[config.mk]
export PLATFORM = sky130hd
export DESIGN_NAME = mux2_1_pipe
export DESIGN_NICKNAME = d
export VERILOG_FILES = /design/src/rtl/mux2_1_pipe_pkg.sv /design/src/rtl/mux2_1_bit.sv /design/src/rtl/mux2_1_pipe.sv
export SDC_FILE = /design/constraint.sdc
export NUM_CORES = 1
export LEC_CHECK = 0
export CORE_AREA = 5 5 118 120
export CTS_CLUSTER_DIAMETER = 60
export DETAILED_ROUTE_END_ITERATION = 8
export DIE_AREA = 0 0 123 125
export PLACE_DENSITY = 0.75
export SKIP_CTS_REPAIR_TIMING = 1
export SLEW_MARGIN = 20
export SYNTH_ARGS = -nofsm -noshare
export SYNTH_HDL_FRONTEND = slang
export SYNTH_SLANG_ARGS = --single-unit
[constraint.sdc]
create_clock -name clk -period 1.4 [get_ports clk]
set_clock_uncertainty 0.05 [all_clocks]
set_input_delay 0.35 -clock clk [delete_from_list [all_inputs] [get_ports clk]]
set_output_delay 0.35 -clock clk [all_outputs]
set_load 0.02 [all_outputs]
[src/rtl/mux2_1_pipe_pkg.sv]
// Shared constants and types for the mux2_1_pipe datapath selector.
package mux2_1_pipe_pkg;

  localparam int DEF_WIDTH = 64;

  typedef logic [DEF_WIDTH-1:0] word_t;

endpackage : mux2_1_pipe_pkg

[src/rtl/mux2_1_bit.sv]
// Single-bit 2:1 multiplexer; replicated per bit by mux2_1_pipe.
module mux2_1_bit (
  output logic out,
  input  logic i0,
  input  logic i1,
  input  logic sel
);

  // Plain ternary keeps X on sel visible downstream.
  assign out = sel ? i1 : i0;

endmodule : mux2_1_bit

[src/rtl/mux2_1_pipe.sv]
// 2:1 datapath mux with a combinational result and a valid/ready registered result.
// Define MUX2_1_PIPE_SKID_EN for a 2-entry skid buffer with a registered in_ready.
module mux2_1_pipe
  import mux2_1_pipe_pkg::*;
#(
  parameter int WIDTH = DEF_WIDTH
) (
  input  logic             clk,
  input  logic             reset_n,
  input  logic [WIDTH-1:0] i0,
  input  logic [WIDTH-1:0] i1,
  input  logic             sel,
  input  logic             in_valid,
  output logic             in_ready,
  output logic [WIDTH-1:0] comb_out,
  output logic [WIDTH-1:0] out,
  output logic             out_valid,
  input  logic             out_ready
);

  logic [WIDTH-1:0] sel_word;

  for (genvar k = 0; k < WIDTH; k++) begin : g_bit
    mux2_1_bit u_bit (
      .out (sel_word[k]),
      .i0  (i0[k]),
      .i1  (i1[k]),
      .sel (sel)
    );
  end

  assign comb_out = sel_word;

  logic             main_valid_q, main_valid_d;
  logic [WIDTH-1:0] main_data_q,  main_data_d;
  logic             in_fire;

  assign in_fire   = in_valid && in_ready;
  assign out_valid = main_valid_q;
  assign out       = main_data_q;

`ifdef MUX2_1_PIPE_SKID_EN

  logic             skid_valid_q, skid_valid_d;
  logic [WIDTH-1:0] skid_data_q,  skid_data_d;
  logic             in_ready_q,   in_ready_d;

  assign in_ready = in_ready_q;

  // NOTE: every always_comb output gets a default first so no path leaves it unassigned (no latch).
  always_comb begin
    main_valid_d = main_valid_q;
    main_data_d  = main_data_q;
    skid_valid_d = skid_valid_q;
    skid_data_d  = skid_data_q;
    if (!main_valid_q || out_ready) begin
      // Main is free or unloading: refill from skid first to keep order.
      if (skid_valid_q) begin
        main_valid_d = 1'b1;
        main_data_d  = skid_data_q;
        skid_valid_d = 1'b0;
      end else if (in_fire) begin
        main_valid_d = 1'b1;
        main_data_d  = sel_word;
      end else begin
        main_valid_d = 1'b0;
      end
    end else if (in_fire) begin
      skid_valid_d = 1'b1;
      skid_data_d  = sel_word;
    end
    in_ready_d = !skid_valid_d;
  end

  // NOTE: state flops use non-blocking assignments so all registers update together at the edge.
  always_ff @(posedge clk or negedge reset_n) begin
    if (!reset_n) begin
      main_valid_q <= 1'b0;
      main_data_q  <= '0;
      skid_valid_q <= 1'b0;
      skid_data_q  <= '0;
      in_ready_q   <= 1'b0;
    end else begin
      main_valid_q <= main_valid_d;
      main_data_q  <= main_data_d;
      skid_valid_q <= skid_valid_d;
      skid_data_q  <= skid_data_d;
      in_ready_q   <= in_ready_d;
    end
  end

`else

  logic rdy_en_q, rdy_en_d;

  // rdy_en_q holds in_ready low through reset and releases it one edge later.
  assign rdy_en_d = 1'b1;
  assign in_ready = rdy_en_q && (!main_valid_q || out_ready);

  // NOTE: every always_comb output gets a default first so no path leaves it unassigned (no latch).
  always_comb begin
    main_valid_d = main_valid_q;
    main_data_d  = main_data_q;
    if (in_fire) begin
      main_valid_d = 1'b1;
      main_data_d  = sel_word;
    end else if (out_ready) begin
      main_valid_d = 1'b0;
    end
  end

  // NOTE: state flops use non-blocking assignments so all registers update together at the edge.
  always_ff @(posedge clk or negedge reset_n) begin
    if (!reset_n) begin
      main_valid_q <= 1'b0;
      main_data_q  <= '0;
      rdy_en_q     <= 1'b0;
    end else begin
      main_valid_q <= main_valid_d;
      main_data_q  <= main_data_d;
      rdy_en_q     <= rdy_en_d;
    end
  end

`endif

endmodule : mux2_1_pipe

==> results.toml <==
[detailed_routing]
drcViolationCount = 0
firstDrtPassIters = 4
routedWlPerCell_um = 19.4
antenna_left = 0
routed_via_density = 4.33
drtIter0Drc = 95
dr_total_vias = 3184
finalWirelength_um = 14300

[layout]
syn_to_final_growth_pct = 92.7
nets = 688
multi_input_area_um2 = 1950
final_util_pct = 63.5
drive_above_1_share_pct = 52.5
seqCellArea_um2 = 1650
diodes = 0
nFillCells = 911

[logic_synthesis]
synthCells = 278
synth_top_family_by_area = "multiplexers"
synth_area_um2 = 4240
synth-main-ff-cell = "dfrtp_1"
synth_area_leaders = "mux2_4, dfrtp_1, buf_4, mux2_2, buf_6"
ys_seq_area_share_pct = 38.9
synthXorXnorAreaFrac_pct = 0
synth_top_cell_area_share_pct = 42.5
synthMuxAreaShare_pct = 44.6
synth_adder_area_share_pct = 0
synth_compound_area_share_pct = 0
yosysTopAreaCell = "mux2_4"
synth-seq-cells = 66
synth.most_common_cell = "mux2_4"
synthArstFlopShare_pct = 100
yosysWarnings = 0
yosys.area_share.simple_pct = 0.796
synth_edf_count = 0
syn_area_per_cell_um2 = 15.3
syn_nets = 411
synth_common_cells = "mux2_4, dfrtp_1, buf_4, mux2_2, buf_6"
ys_types = 12

[sta]
slew_violations = 0
whs_ps = -11.7
setup_viol = 128
final.setup.worst_slack_ps = -200
rsz0062_at_grt = "true"
final.period_utilization_pct = 114
period_minus_slack_ps = 1600
hold_viol = 4
fmax_ghz = 0.625

[power]
p_int_uw = 5630
power_density_nw_per_um2 = 990
p_sw_share_pct = 30.4
netSwitchingPower_uw = 2460
clockPowerShare_pct = 24.8
p_leak_uw = 0.00537
vdd_ir_drop_max_v = 0.000563
finalPower_uw = 8090
p_seq_share_pct = 31.1
combinationalPowerShare_pct = 44.1

[critical_path]
cp_max_fo = 2
cp_slowest_stage_delay_ps = 400
cp-end-kind = "output pin"
r2r-end = "out[60]"
required_ps = 1000
crit_chain = "clkdlybuf4s50_1 > mux2_2 > clkbuf_2"
r2r_setup_slack_ps = -190
reg2regPathDepth = 6
worstSetupStartpointType = "primary input"
timing.rr.start = "out_valid"
critPathKind = "in2out"
critical_path_arrival_ps = 1200
crit_slowest_cell = "clkdlybuf4s50_1"

[place]
gp_congestion = 0.737
io_buffers = 262
dp_hpwl_um = 9510

[grt]
grt_max_degree = 67
grtUsageMet3_pct = 5.83
grt_pass1_vias = 3429
antenna_found_initial = 1
grt_pass1_wl_um = 18100
met2_usage_pct = 26.9
grt_remaining_overflow = 0
grt-busiest-layer = "met2"
groute.usage.overall_pct = 15.1
met1_usage_pct = 15.9

[die]
rows = 42
fp.coreArea_um2 = 12900
die_area_um2 = 15400
die_h_um = 125
io_pins = 263
die_w_um = 123
initial_core_util_pct = 33.0

[clock_network]
clockBufferDepth = 2
cts_sinks = 66
cts_root_buf = "clkbuf_16"
cts_tree = "done"
clock_latency_ps = 320
cts_max_level = 3
cts_buffers = 9
clkTransAtPathRegs_ps = 50

[run_status]
violations = "hold timing, setup timing"
status = "finished with violations"

[worst_hold_path]
hp-class = "in2async"

[job]
cap_viol_max_count = 0
-- layout make-up --
class	count	area share, %
repair buffers	344	50.0
clock buffers	13	3.06
well taps	176	2.69
multi-input cells	134	23.9
flip-flops and latches	66	20.2
clock inverters	3	0.184
-- logic make-up after synthesis --
logic type / after synthesis
flip-flops: 66
multiplexers: 128
other: 1
AND/OR/NAND/NOR: 5
buffers and inverters: 78
-- critical path, delay by kind of cell --
kind	cells	cell delay, ps
multiplexers	1	280
buffers and inverters	2	560
-- routing by layer --
metal  share of wire [%]  wire [µm]
met1                  35       4980
met2                  53       7610
met3                 9.5       1350
met4                 2.1        295
met5               0.056          8
-- through the flow --
stage	area (µm²)	cells	setup WS, ps	TNS (ps)
final	8180	736	-200	-15420
after global routing	8180	736	-247	-19390
after CTS	7080	696	-683	-70790
after detailed placement	6820	680	-673	-72140
after global placement	6820	680	-655	-70810
after floorplan	4540	278	-72.7	-6160
-- flip-flops by register name (all words and copies together) (netlist names) --
name and cells:
out 64, out_valid 1, rdy_en_q 1
-- power by group through the flow --
stage | clock (µW) | combinational, µW | sequential (µW)
after global placement | 0 | 3400 | 2530
after floorplan | 0 | 1510 | 3010
after global routing | 2160 | 3740 | 2570
final | 2010 | 3570 | 2520
after CTS | 2080 | 3450 | 2530
after detailed placement | 0 | 3430 | 2550
-- cells in the final DEF, fill, tap and decap left out --
cell type,Yosys,layout
dlymetal6s2s_1,0,192
mux2_4,120,123
buf_6,7,69
dfrtp_1,66,65
buf_4,65,58
clkbuf_16,0,16
mux2_2,8,5
buf_12,1,5
buf_8,5,5
clkinv_2,0,3
clkbuf_1,0,3
clkdlybuf4s50_1,0,3
buf_16,0,3
nand2_1,2,2
nand2b_4,1,1
nor2b_4,0,1
and2_4,0,1
clkbuf_8,0,1
buf_2,0,1
dfrtp_2,0,1
clkbuf_2,0,1
conb_1,1,1
-- worst max path at each step --
stage                         start  slack (ps)           end
final                        i0[63]        -200  comb_out[63]
after global routing      out_valid        -250       out[60]
after CTS                       sel        -680  comb_out[63]
after detailed placement        sel        -670  comb_out[63]
after global placement       i1[61]        -650  comb_out[61]
after floorplan                 sel         -70  comb_out[13]
(Power assumes the default switching activity.)
